## src/rtl/serial_add_unit_pkg.sv

```systemverilog
// Shared constants for the nibble-serial adder: FSM state encoding and slice width.
package serial_add_unit_pkg;

  localparam int NIBBLE_W = 4;

  localparam logic [1:0] ST_IDLE = 2'd0;
  localparam logic [1:0] ST_RUN  = 2'd1;
  localparam logic [1:0] ST_DONE = 2'd2;

endpackage

```

## src/rtl/add_slice_4b.sv

```systemverilog
// 4-bit ripple slice; also exposes the carry into bit 3 so the top can derive signed overflow.
module add_slice_4b
  import serial_add_unit_pkg::*;
(
  input  logic [NIBBLE_W-1:0] a,
  input  logic [NIBBLE_W-1:0] b,
  input  logic                c_in,
  output logic [NIBBLE_W-1:0] sum,
  output logic                c_out,
  output logic                c3
);

  logic [3:0] lo;
  logic [1:0] hi;

  // Split at bit 3 so the carry into the sign position of the slice is visible.
  assign lo    = {1'b0, a[2:0]} + {1'b0, b[2:0]} + {3'b000, c_in};
  assign hi    = {1'b0, a[3]} + {1'b0, b[3]} + {1'b0, lo[3]};
  assign sum   = {hi[0], lo[2:0]};
  assign c_out = hi[1];
  assign c3    = lo[3];

endmodule

```

## src/rtl/serial_add_unit.sv

```systemverilog
// Nibble-serial add/subtract unit: one 4-bit slice per cycle, LSB nibble first.
// Optional zero-result flag output enabled by defining SERIAL_ADD_ZERO_FLAG_EN.
module serial_add_unit
  import serial_add_unit_pkg::*;
#(
  parameter int WIDTH = 32
) (
  input  logic             clock,
  input  logic             reset,
  input  logic             in_valid,
  output logic             in_ready,
  input  logic [WIDTH-1:0] operand_a,
  input  logic [WIDTH-1:0] operand_b,
  input  logic             sub,
  output logic             out_valid,
  input  logic             out_ready,
  output logic [WIDTH-1:0] result,
  output logic             carry_out,
  output logic             overflow
`ifdef SERIAL_ADD_ZERO_FLAG_EN
  ,
  output logic             zero
`endif
);

  localparam int NUM_NIB = WIDTH / NIBBLE_W;
  localparam int IDX_W   = $clog2(NUM_NIB);
  localparam logic [IDX_W-1:0] LAST_IDX = IDX_W'(NUM_NIB - 1);

  logic [1:0]       state_q, state_d;
  logic [WIDTH-1:0] a_q, a_d;
  logic [WIDTH-1:0] b_q, b_d;
  logic [WIDTH-1:0] result_q, result_d;
  logic [IDX_W-1:0] idx_q, idx_d;
  logic             carry_q, carry_d;
  logic             co_q, co_d;
  logic             ov_q, ov_d;
`ifdef SERIAL_ADD_ZERO_FLAG_EN
  logic             zero_q, zero_d;
`endif

  logic [NIBBLE_W-1:0] a_nib, b_nib, s_nib;
  logic                s_co, s_c3;

  always_comb begin
    a_nib = a_q[int'(idx_q) * NIBBLE_W +: NIBBLE_W];
    b_nib = b_q[int'(idx_q) * NIBBLE_W +: NIBBLE_W];
  end

  add_slice_4b u_slice (
    .a     (a_nib),
    .b     (b_nib),
    .c_in  (carry_q),
    .sum   (s_nib),
    .c_out (s_co),
    .c3    (s_c3)
  );

  always_comb begin
    // NOTE: every target gets a default first, so no path can infer a latch.
    state_d  = state_q;
    a_d      = a_q;
    b_d      = b_q;
    result_d = result_q;
    idx_d    = idx_q;
    carry_d  = carry_q;
    co_d     = co_q;
    ov_d     = ov_q;
`ifdef SERIAL_ADD_ZERO_FLAG_EN
    zero_d   = zero_q;
`endif
    case (state_q)
      ST_IDLE: begin
        if (in_valid) begin
          // Subtraction is A + ~B + 1; the +1 rides in on the initial carry.
          a_d     = operand_a;
          b_d     = sub ? ~operand_b : operand_b;
          carry_d = sub;
          idx_d   = '0;
          state_d = ST_RUN;
        end
      end
      ST_RUN: begin
        result_d[int'(idx_q) * NIBBLE_W +: NIBBLE_W] = s_nib;
        carry_d = s_co;
        if (idx_q == LAST_IDX) begin
          co_d    = s_co;
          ov_d    = s_co ^ s_c3;
`ifdef SERIAL_ADD_ZERO_FLAG_EN
          zero_d  = (result_d == '0);
`endif
          state_d = ST_DONE;
        end else begin
          idx_d = idx_q + 1'b1;
        end
      end
      ST_DONE: begin
        if (out_ready) state_d = ST_IDLE;
      end
      default: state_d = ST_IDLE;
    endcase
  end

  // NOTE: sequential state uses non-blocking assignments so all flops update together.
  always_ff @(posedge clock or posedge reset) begin
    if (reset) begin
      state_q  <= ST_IDLE;
      a_q      <= '0;
      b_q      <= '0;
      result_q <= '0;
      idx_q    <= '0;
      carry_q  <= 1'b0;
      co_q     <= 1'b0;
      ov_q     <= 1'b0;
`ifdef SERIAL_ADD_ZERO_FLAG_EN
      zero_q   <= 1'b0;
`endif
    end else begin
      state_q  <= state_d;
      a_q      <= a_d;
      b_q      <= b_d;
      result_q <= result_d;
      idx_q    <= idx_d;
      carry_q  <= carry_d;
      co_q     <= co_d;
      ov_q     <= ov_d;
`ifdef SERIAL_ADD_ZERO_FLAG_EN
      zero_q   <= zero_d;
`endif
    end
  end

  assign in_ready  = (state_q == ST_IDLE);
  assign out_valid = (state_q == ST_DONE);
  assign result    = result_q;
  assign carry_out = co_q;
  assign overflow  = ov_q;
`ifdef SERIAL_ADD_ZERO_FLAG_EN
  assign zero      = zero_q;
`endif

endmodule

```

## config.mk

```make
export PLATFORM = sky130hd
export DESIGN_NAME = serial_add_unit
export DESIGN_NICKNAME = d
export VERILOG_FILES = /design/src/rtl/serial_add_unit_pkg.sv /design/src/rtl/add_slice_4b.sv /design/src/rtl/serial_add_unit.sv
export SDC_FILE = /design/constraint.sdc
export NUM_CORES = 1
export LEC_CHECK = 0
export CORE_MARGIN = 2
export CORE_UTILIZATION = 50
export CTS_BUF_LIST = sky130_fd_sc_hd__clkbuf_4 sky130_fd_sc_hd__clkbuf_8 sky130_fd_sc_hd__clkbuf_16
export DETAILED_ROUTE_END_ITERATION = 7
export GPL_TIMING_DRIVEN = 0
export PLACE_DENSITY = 0.88
export SYNTH_ARGS = -nofsm -noshare
export SYNTH_HDL_FRONTEND = slang
export SYNTH_SLANG_ARGS = --single-unit
```

## constraint.sdc

```tcl
create_clock -name clock -period 5 [get_ports clock]
set_input_delay 1 -clock clock [delete_from_list [all_inputs] [get_ports clock]]
set_output_delay 1 -clock clock [all_outputs]
set_load 0.005 [all_outputs]
```

==> impl_metrics.toml <==
[outcome]
outcome = "finished clean"

[placed_design]
gp_congestion = 0.8095
port_buffers = 103
dp_cells = 644
place_area_sq_um = 6255
dp_hpwl_mm = 8.501

[clock_network]
cts_buffers = 9
tritoncts = "built"
htree_levels = 3
clock-sinks = 104
ctsHoldBuffers = 0
cts_setup_buffers = 0
clk_pin_slew_ns = 0.10
root_buffer = "clkbuf_8"
clockBufferDepth = 2
clock_latency_ns = 0.38
cts_resized = 0

[grt]
grt_pass1_vias = 3758
grtUsageTotal_pct = 22.36
grt_max_degree = 61
grt_overflow = 0
grt_pass1_wl_mm = 18.82
antenna_found_initial = 0

[setup_path]
rr_startpoint = "idx_q[1]"
endpoint_kind = "flop"
crit_start = "idx_q[1]"
startpoint_type = "flop"
reg2reg_to = "result[11]"
critical_path_class = "flop to flop"
cp_data_arrival_time_ns = 4.09
crit_path_max_fanout = 10
r2r_slack_ns = 1.19
critPathRequiredTime_ns = 5.28
reg2regPathDepth = 11

[finish]
drive_above_1_share_pct = 19.54
area_growth_pct = 27.95
fin_nets = 600
finalInstanceArea_sq_um = 6432
finalNonFillerCells = 660
sequential_cell_area_sq_um = 2603
multiInputGateArea_sq_um = 2241
antennaDiodeCount = 0
fill_cells = 751

[sta]
min_period_over_period_pct = 76.20
skew_ns = 0.01065
rsz0062_at_grt = "no"
clock.fmax_mhz = 262.5
slew_viol_final = 0
hold_viol_final = 0
finalSetupViolCount = 0
slew_headroom_pct = 43.73
min_period_ns = 3.810
setup-tns-final_ns = 0
tightest_slew_ns = 0.8440

[floorplanning]
ios = 105
fp.dieArea_sq_um = 10870
coreArea_sq_um = 9774
initial_utilization_pct = 51.43
rows = 36
die_w_um = 104.3
die_h_um = 104.3

[synth]
synth.top_cell.area_share_pct = 51.77
synth_xor_area_share_pct = 5.749
synth_fp_nets = 485
yosysUniqueCellTypes = 38
synth_warnings = 0
synth_cells = 407
synth_area_leaders = "dfrtp_1, mux2_2, mux4_2, xnor2_1, a21oi_1"
synth.area.mux_share_pct = 22.05
synth_compound_area_share_pct = 5.002
syn-cell-area_sq_um = 5027
synthAdderAreaFrac_pct = 2.688
synth.yosys.seq_area_share_pct = 51.77
synth_top_family_by_area = "multiplexers"
yosys.area.top_type = "dfrtp_1"
syn_avg_cell_area_sq_um = 12.35
ys_ff_latch = 104
synth-simple-area-share_pct = 9.084

[power]
vdd_ir_drop_max_v = 0.0004418
p_leak_uw = 0.002699
power_density_nw_per_um2 = 686.8
total_power_uw = 4418

[flow_run]
cap_violations = 0

[min_path]
whs_endpoint = "overflow"
hold_class = "flop to flop"
hp-start = "overflow"
hold_path_depth = 2

[route]
routed_wirelength_mm = 11.29
drc = 0
post_drt_wl_per_cell_um = 17.11
route.met2.wl_mm = 5.901
first_pass_iters = 4
wl_met3_um = 617
first_iter_violations = 208
vias = 3533
antenna_left = 0
viasPerCell = 5.353
top_layer_used = "met4"
wl_met1_mm = 4.583
[synthesized netlist by cell type (all sizes together)]
master / n
mux4: 16
nor2: 41
inv: 19
a21oi: 34
o31ai: 1
nand2: 20
a211o: 1
or4b: 1
a22o: 5
nor2b: 3
nand4: 1
and4b: 1
nor4b: 2
clkbuf: 12
o21ai: 3
nand3: 2
mux2: 54
nand4bb: 1
nand3b: 2
nor4: 1
xnor2: 32
and2: 4
a31oi: 1
dfrtp: 104
fa: 3
nor3: 4
xor2: 1
nor3b: 3
nand4b: 2
ha: 6
buf: 13
mux2i: 14
[state kept, by name (all words and copies together), names as in the netlist]
| register | count |
|---|---|
| a_q | 32 |
| b_q | 32 |
| result | 32 |
| idx_q | 3 |
| state_q | 2 |
| carry_out | 1 |
| carry_q | 1 |
| overflow | 1 |
[critical path: stages (launching register included)]
cell	delay, ns
dfrtp_1	0.38
clkbuf_1	0.61
buf_2	0.42
mux4_2	0.36
nand2_1	0.08
nand2_1	0.06
ha_1	0.32
nand3_1	0.12
and2_1	0.17
fa_1	0.74
nor3_1	0.12
mux2_2	0.30
[placed cells by master, fill, tap and decap left out, drive strengths merged, types with 4 or more instances in the layout]
cell           Yosys  routed
a21oi             34      34
nor2              41      41
dfrtp            104     104
mux2i             14      14
clkbuf            12      23
inv               19      19
buf               13      14
and2               4       4
clkdlybuf4s50      0     103
clkinv             0       5
xnor2             32      32
a22o               5       5
mux2              54      54
mux4              16      16
nand2             20      20
ha                 6       6
nor3               4       4
[cell type report]
type,count,share of cell area [%]
buffer,25,1.751
clock buffer,11,2.256
clock inverter,5,0.5057
inverter,19,1.148
multi-input combinational,259,34.84
sequential,104,40.46
tap,133,2.587
timing repair buffer,104,16.46
[logic make-up (layout without fill, tap and decap cells)]
kind of cell | after synthesis | count (layout)
AO/OA/AOI/OAI | 45 | 45
XOR/XNOR | 33 | 33
adder cells (fa/ha/maj) | 9 | 9
buffers and inverters | 44 | 164
flip-flops | 104 | 104
multiplexers | 84 | 84
AND/OR/NAND/NOR | 88 | 88
[power by group]
part | internal (uW) | leakage, uW | switching (uW)
registers | 1250 | 0.00123 | 226
logic | 1210 | 0.00137 | 1250
clock network | 200 | 0.0000965 | 286
[layer usage]
layer  up-vias  global-route usage (%)
met2       113                   40.06
li1       1633                       -
met1      1773                   26.54
met3        14                   5.514
met4         0                   6.660
met5         -                       0
[worst max-delay path by stage]
stage                 end  slack (ns)  cells after the start
6_report       result[11]        1.19                     11
5_1_grt        result[27]        0.94                     11
4_1_cts        result[11]        1.15                     11
3_5_place_dp   result[11]        1.16                     11
3_3_place_gp      b_q[24]       -0.02                      2
2_1_floorplan      a_q[0]        1.27                      1
[stage by stage]
stage	util, %	worst slack, ns	hold slack [ns]
after floorplan	-	1.268	0.4730
after global placement	63.68	-0.01570	0.4648
after detailed placement	63.99	1.162	0.4735
after CTS	65.81	1.151	0.4961
after global routing	65.81	0.9429	0.5308
final	65.81	1.190	0.4876
Power figures use the tool's default switching activity.
